`src/rtl/iiitb_freqmeas.sv`:
```
// Clock-period and duty-cycle monitor for the divider output: measures the high
// and low time of each complete clk_div_i period in wb_clk_i cycles.
module iiitb_freqmeas #(
    parameter int WIDTH = 16,
    parameter int CNT_W = 8
) (
    input  logic             wb_clk_i,
    input  logic             wb_rst_ni,
    input  logic             en_i,
    input  logic             clk_div_i,
    output logic [WIDTH-1:0] high_o,
    output logic [WIDTH-1:0] low_o,
    output logic [WIDTH:0]   period_o,
    output logic             valid_o,
    output logic             stall_o,
    output logic [CNT_W-1:0] meas_cnt_o
);

    typedef enum logic [1:0] {
        IDLE,
        WAIT_RISE,
        MEAS_HIGH,
        MEAS_LOW
    } state_t;

    localparam logic [WIDTH-1:0] CNT_MAX = '1;
    localparam logic [WIDTH-1:0] CNT_ONE = WIDTH'(1);

    state_t           state;
    logic             s1;
    logic             s2;
    logic             s3;
    logic             rise;
    logic             fall;
    logic [WIDTH-1:0] high_cnt;
    logic [WIDTH-1:0] low_cnt;

    // The synchronizer runs regardless of en_i so edges are valid as soon as enable rises.
    always_ff @(posedge wb_clk_i or negedge wb_rst_ni) begin
        if (!wb_rst_ni) begin
            s1 <= 1'b0;
            s2 <= 1'b0;
            s3 <= 1'b0;
        end else begin
            s1 <= clk_div_i;
            s2 <= s1;
            s3 <= s2;
        end
    end

    assign rise = s2 & ~s3;
    assign fall = ~s2 & s3;

    always_ff @(posedge wb_clk_i or negedge wb_rst_ni) begin
        if (!wb_rst_ni) begin
            state      <= IDLE;
            high_cnt   <= '0;
            low_cnt    <= '0;
            high_o     <= '0;
            low_o      <= '0;
            period_o   <= '0;
            valid_o    <= 1'b0;
            stall_o    <= 1'b0;
            meas_cnt_o <= '0;
        end else begin
            valid_o <= 1'b0;
            if (!en_i) begin
                state    <= IDLE;
                high_cnt <= '0;
                low_cnt  <= '0;
                stall_o  <= 1'b0;
            end else begin
                case (state)
                    IDLE: begin
                        high_cnt <= '0;
                        low_cnt  <= '0;
                        state    <= WAIT_RISE;
                    end

                    WAIT_RISE: begin
                        if (rise) begin
                            high_cnt <= CNT_ONE;
                            low_cnt  <= '0;
                            state    <= MEAS_HIGH;
                        end
                    end

                    // A terminating edge takes priority over saturation in the same cycle.
                    MEAS_HIGH: begin
                        if (fall) begin
                            low_cnt <= CNT_ONE;
                            state   <= MEAS_LOW;
                        end else if (high_cnt == CNT_MAX) begin
                            stall_o  <= 1'b1;
                            high_cnt <= '0;
                            low_cnt  <= '0;
                            state    <= WAIT_RISE;
                        end else begin
                            high_cnt <= high_cnt + CNT_ONE;
                        end
                    end

                    MEAS_LOW: begin
                        if (rise) begin
                            high_o     <= high_cnt;
                            low_o      <= low_cnt;
                            period_o   <= {1'b0, high_cnt} + {1'b0, low_cnt};
                            valid_o    <= 1'b1;
                            meas_cnt_o <= meas_cnt_o + CNT_W'(1);
                            stall_o    <= 1'b0;
                            high_cnt   <= CNT_ONE;
                            low_cnt    <= '0;
                            state      <= MEAS_HIGH;
                        end else if (low_cnt == CNT_MAX) begin
                            stall_o  <= 1'b1;
                            high_cnt <= '0;
                            low_cnt  <= '0;
                            state    <= WAIT_RISE;
                        end else begin
                            low_cnt <= low_cnt + CNT_ONE;
                        end
                    end

                    default: begin
                        state <= IDLE;
                    end
                endcase
            end
        end
    end

endmodule

```
`config.mk`:
```
export PLATFORM = sky130hd
export DESIGN_NAME = iiitb_freqmeas
export DESIGN_NICKNAME = d
export VERILOG_FILES = /design/src/rtl/iiitb_freqmeas.sv
export SDC_FILE = /design/constraint.sdc
export NUM_CORES = 1
export LEC_CHECK = 0
export CAP_MARGIN = 10
export CELL_PAD_IN_SITES_DETAIL_PLACEMENT = 0
export CELL_PAD_IN_SITES_GLOBAL_PLACEMENT = 2
export CORE_MARGIN = 1.5
export CORE_UTILIZATION = 38
export CTS_BUF_LIST = sky130_fd_sc_hd__clkbuf_8
export CTS_CLUSTER_DIAMETER = 30
export DETAILED_ROUTE_END_ITERATION = 16
export GPL_ROUTABILITY_DRIVEN = 0
export HOLD_SLACK_MARGIN = 0.03
export PLACE_DENSITY = 0.9
export REMOVE_ABC_BUFFERS = 1
export SYNTH_ARGS = -nofsm -noshare
export SYNTH_HDL_FRONTEND = slang
export SYNTH_SLANG_ARGS = --single-unit
```
`constraint.sdc`:
```
create_clock -name wb_clk_i -period 6.4 [get_ports wb_clk_i]
set_input_delay 1.28 -clock wb_clk_i [delete_from_list [all_inputs] [get_ports wb_clk_i]]
set_output_delay 1.28 -clock wb_clk_i [all_outputs]
set_load 0.005 [all_outputs]
```
==> flow_metrics.env <==
export IMPL_coreArea_sq_mm=0.0126
export IMPL_firstDrtPassIters=5
export IMPL_timing_fmax_mhz=254
export IMPL_initialDrtViolationCount=253
export IMPL_yosys_area_top_type="dfrtp_1"
export IMPL_synth_ff_type="dfrtp_1"
export IMPL_r2r_cells=8
export IMPL_die_area_sq_mm=0.0135
export IMPL_grt_use_met3_pct=3.32
export IMPL_worstSetupEndpointType="flop"
export IMPL_setup_violations=0
export IMPL_synth_cell_area_sq_mm=0.00487
export IMPL_status="finished clean"
export IMPL_hold_buffers=0
export IMPL_powerDensity_mw_per_mm2=194
export IMPL_grt_util_met2_pct=28.0
export IMPL_antenna_found_initial=0
export IMPL_via_per_inst=5.11
export IMPL_critPathKind="input port to flop"
export IMPL_cpPeakStageDelay_ns=0.72
export IMPL_postCtsSetupBuffers=0
export IMPL_leakage_nw=2.70
export IMPL_grt_ovfl_total=0
export IMPL_p_sw_share_pct=24.1
export IMPL_synth_cells=550
export IMPL_final_hold_viol_count=0
export IMPL_drive_gt1_share_pct=4.77
export IMPL_h_tree_depth=3
export IMPL_top_usage_layer="met2"
export IMPL_grt_met1_usage_pct=25.6
export IMPL_cts_resized=0
export IMPL_worst_pin_slew_ns=0.920
export IMPL_tns_ns=0
export IMPL_synthSimpleGateAreaFrac_pct=22.6
export IMPL_grt_max_degree=70
export IMPL_synth_top_family_by_area="simple AND/OR/NAND/NOR gates"
export IMPL_synth_area_leaders="dfrtp_1 (49%), nand2_1 (13%), o21ai_0 (5.9%), ha_1 (4.9%), xnor2_1 (2.9%)"
export IMPL_numPortBuffers=62
export IMPL_p_comb_share_pct=7.9
export IMPL_rows=41
export IMPL_synth_edff_count=0
export IMPL_ys_seq_area_share_pct=49.4
export IMPL_post_route_util_pct=46.3
export IMPL_via_count=3989
export IMPL_hpwl_um=7900
export IMPL_ys_async_sr_fraction_pct=100
export IMPL_grt_pass1_vias=3661
export IMPL_nFillCells=1259
export IMPL_num_antenna_cells=0
export IMPL_drc=0
export IMPL_worstHoldPathCells=0
export IMPL_cts_buffers=9
export IMPL_cp_cell_sequence="clkdlybuf4s50_1 -> nand3_1 -> a31o_2 -> a21oi_1 -> or2_1 -> o21ai_0 -> o21ai_0"
export IMPL_cp_slowest_cell="a21oi_1"
export IMPL_die_w_um=116
export IMPL_slew_viol_final=0
export IMPL_start_util_pct=38.7
export IMPL_clk_pin_slew_ns=0.09
export IMPL_syn_to_final_growth_pct=19.5
export IMPL_max_slew_margin_pct=38.7
export IMPL_grt_setup_unrepaired="no"
export IMPL_synth_xor_area_share_pct=3.78
export IMPL_clockBufferDepth=2
export IMPL_synth_compound_area_share_pct=16.2
export IMPL_fin_crit_ns=3.93
export IMPL_p_int_w=0.000857
export IMPL_ant_nets=0
export IMPL_synth_mux_area_fraction_pct=0.206
export IMPL_synth_distinct_cells=48
export IMPL_synth_top_area_share_pct=49.4
export IMPL_p_clk_share_pct=35.7
export IMPL_yosys_warnings=0
export IMPL_grt_usage_pct=18.3
export IMPL_switchingPower_w=0.000272
export IMPL_avgSynthCellArea_sq_um=8.85
export IMPL_r2r_slack_ns=3.38
export IMPL_crit_required_ns=6.70
export IMPL_arrival_ns=4.23
export IMPL_finClkSkew_ns=0.0122
export IMPL_pwr_share_seq_pct=56.5
export IMPL_clk_latency_ns=0.38
export IMPL_cts_tree="yes"
export IMPL_synthAdderAreaFrac_pct=5.30
export IMPL_max_cap_violations=0
export IMPL_ir_worst_vdd_v=0.000105
export IMPL_fin_crit_sh_pct=61.5
export IMPL_nNetsFinal=627
export IMPL_path_common_cell="o21ai_0"
export IMPL_grt_pass1_wl_um=18900
export IMPL_wl_per_cell_um=14.4
export IMPL_cts_sinks=96
export IMPL_crit_path_start_kind="input port"
export IMPL_ioPinCount=63
export IMPL_hp_class="flop to flop"
export IMPL_die_h_um=116
export IMPL_cts_root_buf="clkbuf_8"
export IMPL_path_max_fanout=16
export IMPL_synth_seq_cells=96
export IMPL_totalWireLength_um=11300
==> flip-flops by register name (all words and copies together), names as in the netlist <==
| signal | count |
|---|---|
| stall_o | 1 |
| low_cnt | 16 |
| meas_cnt_o | 8 |
| valid_o | 1 |
| low_o | 16 |
| s1 | 1 |
| state | 2 |
| high_o | 16 |
| s2 | 1 |
| high_cnt | 16 |
| period_o | 17 |
| s3 | 1 |
==> layer usage <==
layer / share of wire [%] / up-vias
met5: 0 / -
met4: 1.7 / 0
met3: 3.6 / 12
met2: 45 / 80
met1: 50 / 1873
li1: - / 2024
==> metrics by stage <==
stage | total power [W] | hold WS [ns] | instance area, sq um | instances | setup slack, ns
6_report | 0.00113 | 0.361 | 5820 | 780 | 2.47
5_1_grt | 0.00118 | 0.368 | 5820 | 780 | 2.29
4_1_cts | 0.00115 | 0.364 | 5820 | 780 | 2.51
3_5_place_dp | 0.000740 | 0.342 | 5620 | 764 | 2.14
3_3_place_gp | 0.000739 | 0.335 | 5620 | 764 | 2.24
2_1_floorplan | 0.000687 | 0.331 | 4770 | 528 | 2.88
==> cells in the final DEF, fill, tap and decap left out, drive strengths merged, types with 6 or more instances in the layout <==
cell	count
nand2	166
dfrtp	96
o21ai	64
clkdlybuf4s50	61
nor2	27
a21oi	21
a31oi	19
ha	19
xnor2	16
nand3	16
clkbuf	11
nand4	10
and3	9
o31ai	8
inv	8
a21o	6
==> worst paths after layout <==
kind	startpoint	endpoint
max in group asynchronous	wb_rst_ni	high_cnt[7]
worst max-delay path	en_i	low_cnt[2]
worst min-delay path	s1	s2
worst max register to register	high_cnt[1]	low_cnt[2]
min in group asynchronous	wb_rst_ni	meas_cnt_o[3]
worst min register to register	s1	s2
==> synth_stat cells (5+ instances only) <==
cell type / number
a21o_1: 6
a21oi_1: 19
a31oi_1: 19
and3_1: 9
buf_2: 6
clkbuf_1: 13
dfrtp_1: 96
ha_1: 19
inv_1: 5
nand2_1: 166
nand3_1: 15
nand4_1: 9
nor2_1: 27
o21ai_0: 57
o31ai_1: 8
xnor2_1: 16
xor2_1: 5
==> kinds of logic (layout without fill, tap and decap cells) <==
family | Yosys count | count (layout)
adder cells (fa/ha/maj) | 20 | 20
flip-flops | 96 | 96
XOR/XNOR | 21 | 21
buffers and inverters | 28 | 86
AO/OA/AOI/OAI | 133 | 133
AND/OR/NAND/NOR | 251 | 251
multiplexers | 1 | 1
==> power groups by stage <==
stage,registers [W],clock network (W),logic [W]
2_1_floorplan,0.000647,0,0.0000398
3_3_place_gp,0.000649,0,0.0000901
3_5_place_dp,0.000649,0,0.0000904
4_1_cts,0.000637,0.000421,0.0000906
5_1_grt,0.000640,0.000443,0.000100
6_report,0.000637,0.000403,0.0000887
==> worst max-delay path: cells and delay by family <==
family                 cells  cell delay, ns
AND/OR/NAND/NOR            2            0.90
buffers and inverters      1            0.66
AO/OA/AOI/OAI              4            1.37
==> area by class of cell <==
type | count | area [sq um] | share of cell area, %
well taps | 172 | 215 | 3.70
clock buffers | 11 | 151 | 2.60
clock inverters | 5 | 47.5 | 0.818
flip-flops and latches | 96 | 2400 | 41.3
repair buffers | 64 | 633 | 10.9
multi-input cells | 426 | 2340 | 40.3
inverters | 6 | 22.5 | 0.387
Power figures use the tool's default switching activity.
